<file path="src/rtl/branch_predict_unit.sv">
// branch_predict_unit: gshare direction predictor with a direct-mapped BTB and perf counters
module branch_predict_unit #(
  parameter int GHR_W     = 8,
  parameter int BTB_DEPTH = 16,
  parameter int CNT_W     = 32
) (
  input  logic             clk,
  input  logic             rst,
  input  logic             lookup_valid,
  input  logic [31:0]      lookup_pc,
  output logic             pred_valid,
  output logic             pred_taken,
  output logic [31:0]      pred_target,
  output logic [GHR_W-1:0] pred_ghr,
  input  logic             upd_valid,
  input  logic [31:0]      upd_pc,
  input  logic             upd_uncond,
  input  logic             upd_taken,
  input  logic [31:0]      upd_target,
  input  logic [GHR_W-1:0] upd_ghr,
  input  logic             upd_mispredict,
  output logic [CNT_W-1:0] lookup_cnt,
  output logic [CNT_W-1:0] mispredict_cnt
);
  localparam int BI = $clog2(BTB_DEPTH);
  localparam int TW = 30 - BI;
  localparam int PD = 1 << GHR_W;
  logic [1:0]       pht_q [PD];
  logic             btb_v_q [BTB_DEPTH];
  logic             btb_u_q [BTB_DEPTH];
  logic [TW-1:0]    btb_tag_q [BTB_DEPTH];
  logic [31:0]      btb_tgt_q [BTB_DEPTH];
  logic [GHR_W-1:0] ghr_q, ghr_d;
  logic             pred_valid_q, pred_taken_q;
  logic [31:0]      pred_target_q;
  logic [GHR_W-1:0] pred_ghr_q;
  logic [CNT_W-1:0] lookup_cnt_q, mispredict_cnt_q;
  logic [GHR_W-1:0] l_pi, u_pi;
  logic [BI-1:0]    l_bi, u_bi;
  logic             hit, taken, cond_hit, recover;
  logic [1:0]       pht_nx;
  logic [31:0]      tgt;
  logic             unused_ok;
  assign unused_ok = ^{lookup_pc[1:0], upd_pc[1:0]};
  assign l_pi     = lookup_pc[GHR_W+1:2] ^ ghr_q;
  assign u_pi     = upd_pc[GHR_W+1:2] ^ upd_ghr;
  assign l_bi     = lookup_pc[BI+1:2];
  assign u_bi     = upd_pc[BI+1:2];
  assign hit      = btb_v_q[l_bi] && (btb_tag_q[l_bi] == lookup_pc[31:BI+2]);
  assign taken    = hit && (btb_u_q[l_bi] || pht_q[l_pi][1]);
  assign tgt      = taken ? btb_tgt_q[l_bi] : lookup_pc + 32'd4;
  assign cond_hit = lookup_valid && hit && !btb_u_q[l_bi];
  assign recover  = upd_valid && upd_mispredict;
  assign pht_nx   = upd_taken ? (pht_q[u_pi] == 2'b11 ? 2'b11 : pht_q[u_pi] + 2'b01)
                              : (pht_q[u_pi] == 2'b00 ? 2'b00 : pht_q[u_pi] - 2'b01);
  // misprediction recovery wins over the speculative shift of a same-cycle lookup
  always_comb begin
    ghr_d = recover  ? (upd_uncond ? upd_ghr : {upd_ghr[GHR_W-2:0], upd_taken}) :
            cond_hit ? {ghr_q[GHR_W-2:0], pht_q[l_pi][1]} : ghr_q;
  end
  always_ff @(posedge clk) begin
    if (rst) begin
      for (int i = 0; i < PD; i++) pht_q[i] <= 2'b01;
    end else if (upd_valid && !upd_uncond) begin
      pht_q[u_pi] <= pht_nx;
    end
  end
  always_ff @(posedge clk) begin
    if (rst) begin
      for (int i = 0; i < BTB_DEPTH; i++) btb_v_q[i] <= 1'b0;
    end else if (upd_valid && upd_taken) begin
      btb_v_q[u_bi]   <= 1'b1;
      btb_u_q[u_bi]   <= upd_uncond;
      btb_tag_q[u_bi] <= upd_pc[31:BI+2];
      btb_tgt_q[u_bi] <= upd_target;
    end
  end
  always_ff @(posedge clk) begin
    if (rst) begin
      ghr_q            <= '0;
      pred_valid_q     <= 1'b0;
      pred_taken_q     <= 1'b0;
      pred_target_q    <= '0;
      pred_ghr_q       <= '0;
      lookup_cnt_q     <= '0;
      mispredict_cnt_q <= '0;
    end else begin
      ghr_q        <= ghr_d;
      pred_valid_q <= lookup_valid;
      if (lookup_valid) begin
        pred_taken_q  <= taken;
        pred_target_q <= tgt;
        pred_ghr_q    <= ghr_q;
      end
      if (lookup_valid && !(&lookup_cnt_q)) lookup_cnt_q <= lookup_cnt_q + 1'b1;
      if (recover && !(&mispredict_cnt_q)) mispredict_cnt_q <= mispredict_cnt_q + 1'b1;
    end
  end
  assign pred_valid     = pred_valid_q;
  assign pred_taken     = pred_taken_q;
  assign pred_target    = pred_target_q;
  assign pred_ghr       = pred_ghr_q;
  assign lookup_cnt     = lookup_cnt_q;
  assign mispredict_cnt = mispredict_cnt_q;
endmodule
</file>
<file path="config.mk">
export PLATFORM = sky130hd
export DESIGN_NAME = branch_predict_unit
export DESIGN_NICKNAME = d
export VERILOG_FILES = /design/src/rtl/branch_predict_unit.sv
export SDC_FILE = /design/constraint.sdc
export NUM_CORES = 2
export LEC_CHECK = 0
export ABC_AREA = 1
export ABC_CLOCK_PERIOD_IN_PS = 6090
export BUFFER_PORTS_ARGS = -buffer_cell sky130_fd_sc_hd__buf_4
export CELL_PAD_IN_SITES_DETAIL_PLACEMENT = 1
export CELL_PAD_IN_SITES_GLOBAL_PLACEMENT = 1
export CORE_ASPECT_RATIO = 1.2
export CORE_UTILIZATION = 45
export DETAILED_ROUTE_END_ITERATION = 10
export GPL_ROUTABILITY_DRIVEN = 0
export PLACE_DENSITY = 0.77
export SETUP_SLACK_MARGIN = 0.2
export SLEW_MARGIN = 20
export SYNTH_ARGS = -nofsm -noshare
export SYNTH_HDL_FRONTEND = slang
export SYNTH_SLANG_ARGS = --single-unit
</file>
<file path="constraint.sdc">
create_clock -name clk -period 6.09 [get_ports clk]
set_input_delay 0.9135 -clock clk [delete_from_list [all_inputs] [get_ports clk]]
set_output_delay 0.9135 -clock clk [all_outputs]
set_load 0.03 [all_outputs]
</file>
# After elaboration in Yosys (flattened, before gate mapping)
# Memory sizes are Yosys's and may differ from the RTL's.
# Cells that the tools add are included.
dict set report classes {
  addsub 5
  eq_ne 2
  mux 21
  bitwise 2
  n_reduce_logical 20
}
# operator n
set op_table {}
lappend op_table {{$add 32x1->32 const B} 2}
lappend op_table {{$reduce_and 32->1} 2}
lappend op_table {{$add 32x3->32 const B} 1}
lappend op_table {{$mux 32} 1}
lappend op_table {{$mux 8} 4}
lappend op_table {{$eq 26x26->1} 1}
lappend op_table {{$xor 8x8->8} 2}
lappend op_table {{$mux 1} 11}
lappend op_table {{$logic_and 1x1->1} 9}
lappend op_table {{$mux 2} 4}
lappend op_table {{$logic_not 1->1} 4}
lappend op_table {{$mux 4} 1}
lappend op_table {{$add 2x1->2 const B} 1}
lappend op_table {{$eq 2x2->1 const B} 1}
lappend op_table {{$logic_not 2->1} 1}
lappend op_table {{$reduce_bool 2->1} 1}
lappend op_table {{$reduce_or 2->1} 1}
lappend op_table {{$sub 2x1->2 const B} 1}
lappend op_table {{$logic_or 1x1->1} 1}
lappend op_table {{$reduce_or 1->1} 1}
dict set report word_totals {
  reg_bits 114
  ramBits 1472
  output_inout_bits 106
  elab_cells 62
  n_memories 5
}
# memory words word_bits read_ports rd_ports_with_merged_regs write_ports line_no
set memory_table {}
lappend memory_table {btb_tgt_q 16 32 1 0 1 32} ;# logic [31:0] btb_tgt_q [BTB_DEPTH];
lappend memory_table {pht_q 256 2 2 0 256 28} ;# logic [1:0] pht_q [PD];
lappend memory_table {btb_tag_q 16 26 1 0 1 31} ;# logic [TW-1:0] btb_tag_q [BTB_DEPTH];
lappend memory_table {btb_u_q 16 1 1 0 1 30} ;# logic btb_u_q [BTB_DEPTH];
lappend memory_table {btb_v_q 16 1 1 0 16 29} ;# logic btb_v_q [BTB_DEPTH];

# Longest topological paths before layout
dict set report logic_depth {
  word_depth 7
  depth_mapped 25
  ltp_nobuf 21
}

# Worst setup path after synthesis
# Ideal clock, no wire load.
dict set report synth_timing {
  kind {input port to flip-flop}
  startpoint {input upd_valid}
  endpoint {memory btb_tag_q[10][0] in the netlist's numbering, enable pin}
  setup_ps 476
  t_arrival_ps 4019
  required_ps 5614
  path_slack_ps 1594
  cell_stages 4
  n_path_buf 0
  path_cell_list {inv_1 nor3_1 nand3_1 nor2_1}
}
dict set report synth_between {
  elab_chain_len 4
}
# element line_no
set synth_lines {}
lappend synth_lines {{start, declared} 15} ;# input logic upd_valid,
lappend synth_lines {{$logic_and 1x1->1} 71} ;# end else if (upd_valid && upd_taken) begin
lappend synth_lines {{$mux 1} 71}
lappend synth_lines {{$mux 1} 69} ;# if (rst) begin
lappend synth_lines {{$mux 1 (not written as such)} 74} ;# btb_tag_q[u_bi] <= upd_pc[31:BI+2];
lappend synth_lines {{end, declared} 31}
# Every way passes these cells.

==> results_dict.tcl <==
set metrics [dict create \
    status "finished, final reports clean" \
    ctsHoldBuffers 0 \
    hold_viol_final 0 \
    synth_area_leader_cell "edfxtp_1" \
    clkLatencyLatePin_ns 0.85 \
    vdd_ir_drop_max_mv 0.327 \
    async_flop_share_pct 0 \
    setup_viol 0 \
    io_pins 217 \
    grt_max_degree 161 \
    viasPerCell 5.97 \
    synthFlopType "edfxtp_1" \
    rsz0062_at_grt "no" \
    post-synth-top-count-cell "nor2_1" \
    wl_per_cell_um 26.1 \
    initial_core_util_pct 45.3 \
    cts_root_buf "clkbuf_16" \
    overflow 0 \
    critPathMaxFanout 64 \
    route.detailed.drc 0 \
    grtUsageTotal_pct 30.7 \
    drt_first_pass_iters 5 \
    startpoint_type "primary input" \
    slowest_stage "inv_4" \
    synth_common_cells "nor2_1 (1,584), edfxtp_1 (1,456), nand2_1 (1,161)" \
    cts_sinks 1586 \
    drv_slew 0 \
    synth.avg_cell_area_um2 9.67 \
    antenna_found_initial 17 \
    drt_iter0_drc 6114 \
    layout-drive-gt1-share_pct 8.12 \
    synthTopCellsByArea "edfxtp_1 (60%), nor2_1 (8.2%), nand2_1 (6.0%), nand3_1 (4.8%), o21ai_0 (4.3%)" \
    cts_tree "done" \
    crit_buf_inv 4 \
    fin_nets 7638 \
    slowest_delay_ns 0.61 \
    worstPathRequired_ns 6.63 \
    powerDensity_nw_per_um2 307 \
    finalSetupTns_ns 0 \
    grt_first_pass_wirelength_um 375000 \
    layout_setup_ws_ns 1.76 \
    end_kind "flip-flop" \
    grt_pass1_vias 61214 \
    leakagePower_nw 28.6 \
    dieArea_um2 163000 \
    timing.fmax_mhz 231 \
    synth_edf_count 1456 \
    max_cap_viol_count 0 \
    dp.cells 9480 \
    fin_hold_ws_ns 0.359 \
    cpMostUsedCell "nand2_1" \
    core_region_area_um2 160000 \
    fin_crit_ns 4.33 \
    fp.dieH_um 442 \
    path_cells "buf_4, xor2_1, nor2_2, inv_4, buf_4, o22ai_1, o21ai_0, nand4_1, nand2_1, nand2_1, nor2_1, nand2_1, nor2_1, nand2_1, nand2_4, buf_12, nand3_1" \
    clock_skew_ns 0.0404 \
    hpwl_um 151000 \
    num_vias 58422 \
    synth_cell_types 46 \
    wirelength_um 255000 \
    area_delta_synth_final_pct 12.7 \
    nFillCells 17875 \
    critical-path-top-delay-family "buffers and inverters" \
    worst-slew-pin-transition_ns 1.26 \
    r2r_slack_ns 1.97 \
    cts_buffers 161 \
    hold_class "in -> reg" \
    syn_inst 7502 \
    cp_data_arrival_time_ns 4.87 \
    cts.reportedPaths.clkPinSlew_ns 0.07 \
    num_rows 161 \
    seq_area_frac_synth_pct 63.8 \
    dpl_worst_slack_ns 0.980 \
    multi_input_area_um2 21800 \
    synth_top_area_share_pct 60.2 \
    worstSetupPathType "in -> reg" \
    cts_setup_buffers 0 \
    cts.repair.resized 0 \
    slew_headroom_pct 15.7 \
    fin_crit_sh_pct 71.1 \
    cts_max_path_buffers 3 \
    numPortBuffers 214 \
    fin_cells 9781 \
    ys_ff_latch 1586 \
    die_w_um 369 \
    htreeDepth 4 \
    yosys_warnings 0 \
    synth_nets 7616 \
    netlist_area_um2 72600 \
    drtAntennaViolNets 0 \
    ff_latch_area_um2 46300 \
]
cell type report:
cell class / count / share of cell area, %
Inverter: 657 / 3.05
Clock buffer: 211 / 5.37
Sequential cell: 1586 / 56.7
Multi-Input combinational cell: 4772 / 26.7
Antenna cell: 10 / 0.0306
Clock inverter: 80 / 1.11
Tap cell: 2119 / 3.24
Timing Repair Buffer: 346 / 3.84
power by group:
group / switching [mW] / internal, mW
logic: 2.19 / 0.699
registers: 0.0746 / 12.0
clock network: 4.40 / 5.70
total: 6.66 / 18.4
through the flow:
step	util (%)	instance area (µm²)	total power, mW
2_1_floorplan	-	72600	14.0
3_3_place_gp	47.7	76400	15.0
3_5_place_dp	47.7	76400	15.1
5_1_grt	51.0	81700	25.6
6_report	51.0	81800	25.1
4_1_cts	51.0	81700	25.1
cell usage in the layout, fill, tap and decap left out, drive strengths merged, types with 2 or more instances in the layout:
cell / synthesis / final
nor4: 10 / 10
o22ai: 242 / 242
nor3b: 4 / 4
edfxtp: 1456 / 1456
o21ai: 673 / 673
xor2: 32 / 32
a22oi: 42 / 42
nand2: 1161 / 1161
clkinvlp: 0 / 5
buf: 202 / 346
nor2: 1586 / 1586
a221oi: 19 / 19
ha: 3 / 3
nand4: 34 / 34
xnor2: 14 / 14
o211ai: 48 / 48
clkbuf: 285 / 211
nand3b: 4 / 4
diode: 0 / 10
nor3: 40 / 40
a31oi: 19 / 19
bufinv: 0 / 14
o221ai: 27 / 27
dfxtp: 130 / 130
o211a: 2 / 2
o21bai: 2 / 2
clkinv: 6 / 63
nand3: 690 / 690
inv: 651 / 655
o21a: 6 / 6
a21oi: 92 / 92
o22a: 16 / 16
logic make-up (layout without fill, tap and decap cells):
logic type | count (synthesis) | count (layout) | synth area share [%]
AOI/OAI and AO/OA | 1191 | 1191 | 9.35
and+or+nand+nor | 3532 | 3532 | 19.8
DFF | 1586 | 1586 | 63.8
adders and majority gates | 3 | 3 | 0.0517
buffers and inverters | 1144 | 1294 | 6.43
other | 0 | 10 | 0
xor gates and xnor gates | 46 | 46 | 0.565
routing by layer:
metal | track usage, % | wire (µm)
met1 | 36.7 | 94000
met2 | 52.4 | 126000
met3 | 5.17 | 20500
met4 | 17.1 | 14600
met5 | 0 | 132
path summary, 6_finish.rpt:
kind | start | depth (start not counted) | end
max reg2reg | ghr_q[0] | 20 | pred_target[28]
min reg2reg | btb_v_q[0] | 2 | btb_v_q[0]
max | upd_ghr[1] | 17 | pht_q[19][0]
min | upd_target[13] | 1 | btb_tgt_q[9][13]
worst reg2reg max path, cell delays in order, from the launching register on:
cell,delay (ns)
dfxtp_1,0.37
nand2_1,0.07
buf_4,0.26
nand2_4,0.37
buf_12,0.34
nand2_1,0.13
nand3_1,0.09
nand3_1,0.12
nand3_1,0.11
nand2_1,0.11
nand2_1,0.17
nand3_1,0.10
nand3_1,0.18
nand3_1,0.24
nand3_2,0.21
buf_4,0.37
nand2_1,0.33
nand2_1,0.19
nand3_1,0.12
nand2_1,0.10
inv_1,0.04
state kept, by name (all words and copies together), names as in the netlist:
| signal | flops |
|---|---|
| mispredict_cnt | 32 |
| lookup_cnt | 32 |
| pred_ghr | 8 |
| pred_taken | 1 |
| btb_v_q | 16 |
| btb_u_q | 16 |
| pred_target | 32 |
| pred_valid | 1 |
| btb_tag_q | 416 |
| btb_tgt_q | 512 |
| ghr_q | 8 |
| pht_q | 512 |
No activity file was read; power rests on OpenSTA's default activity.
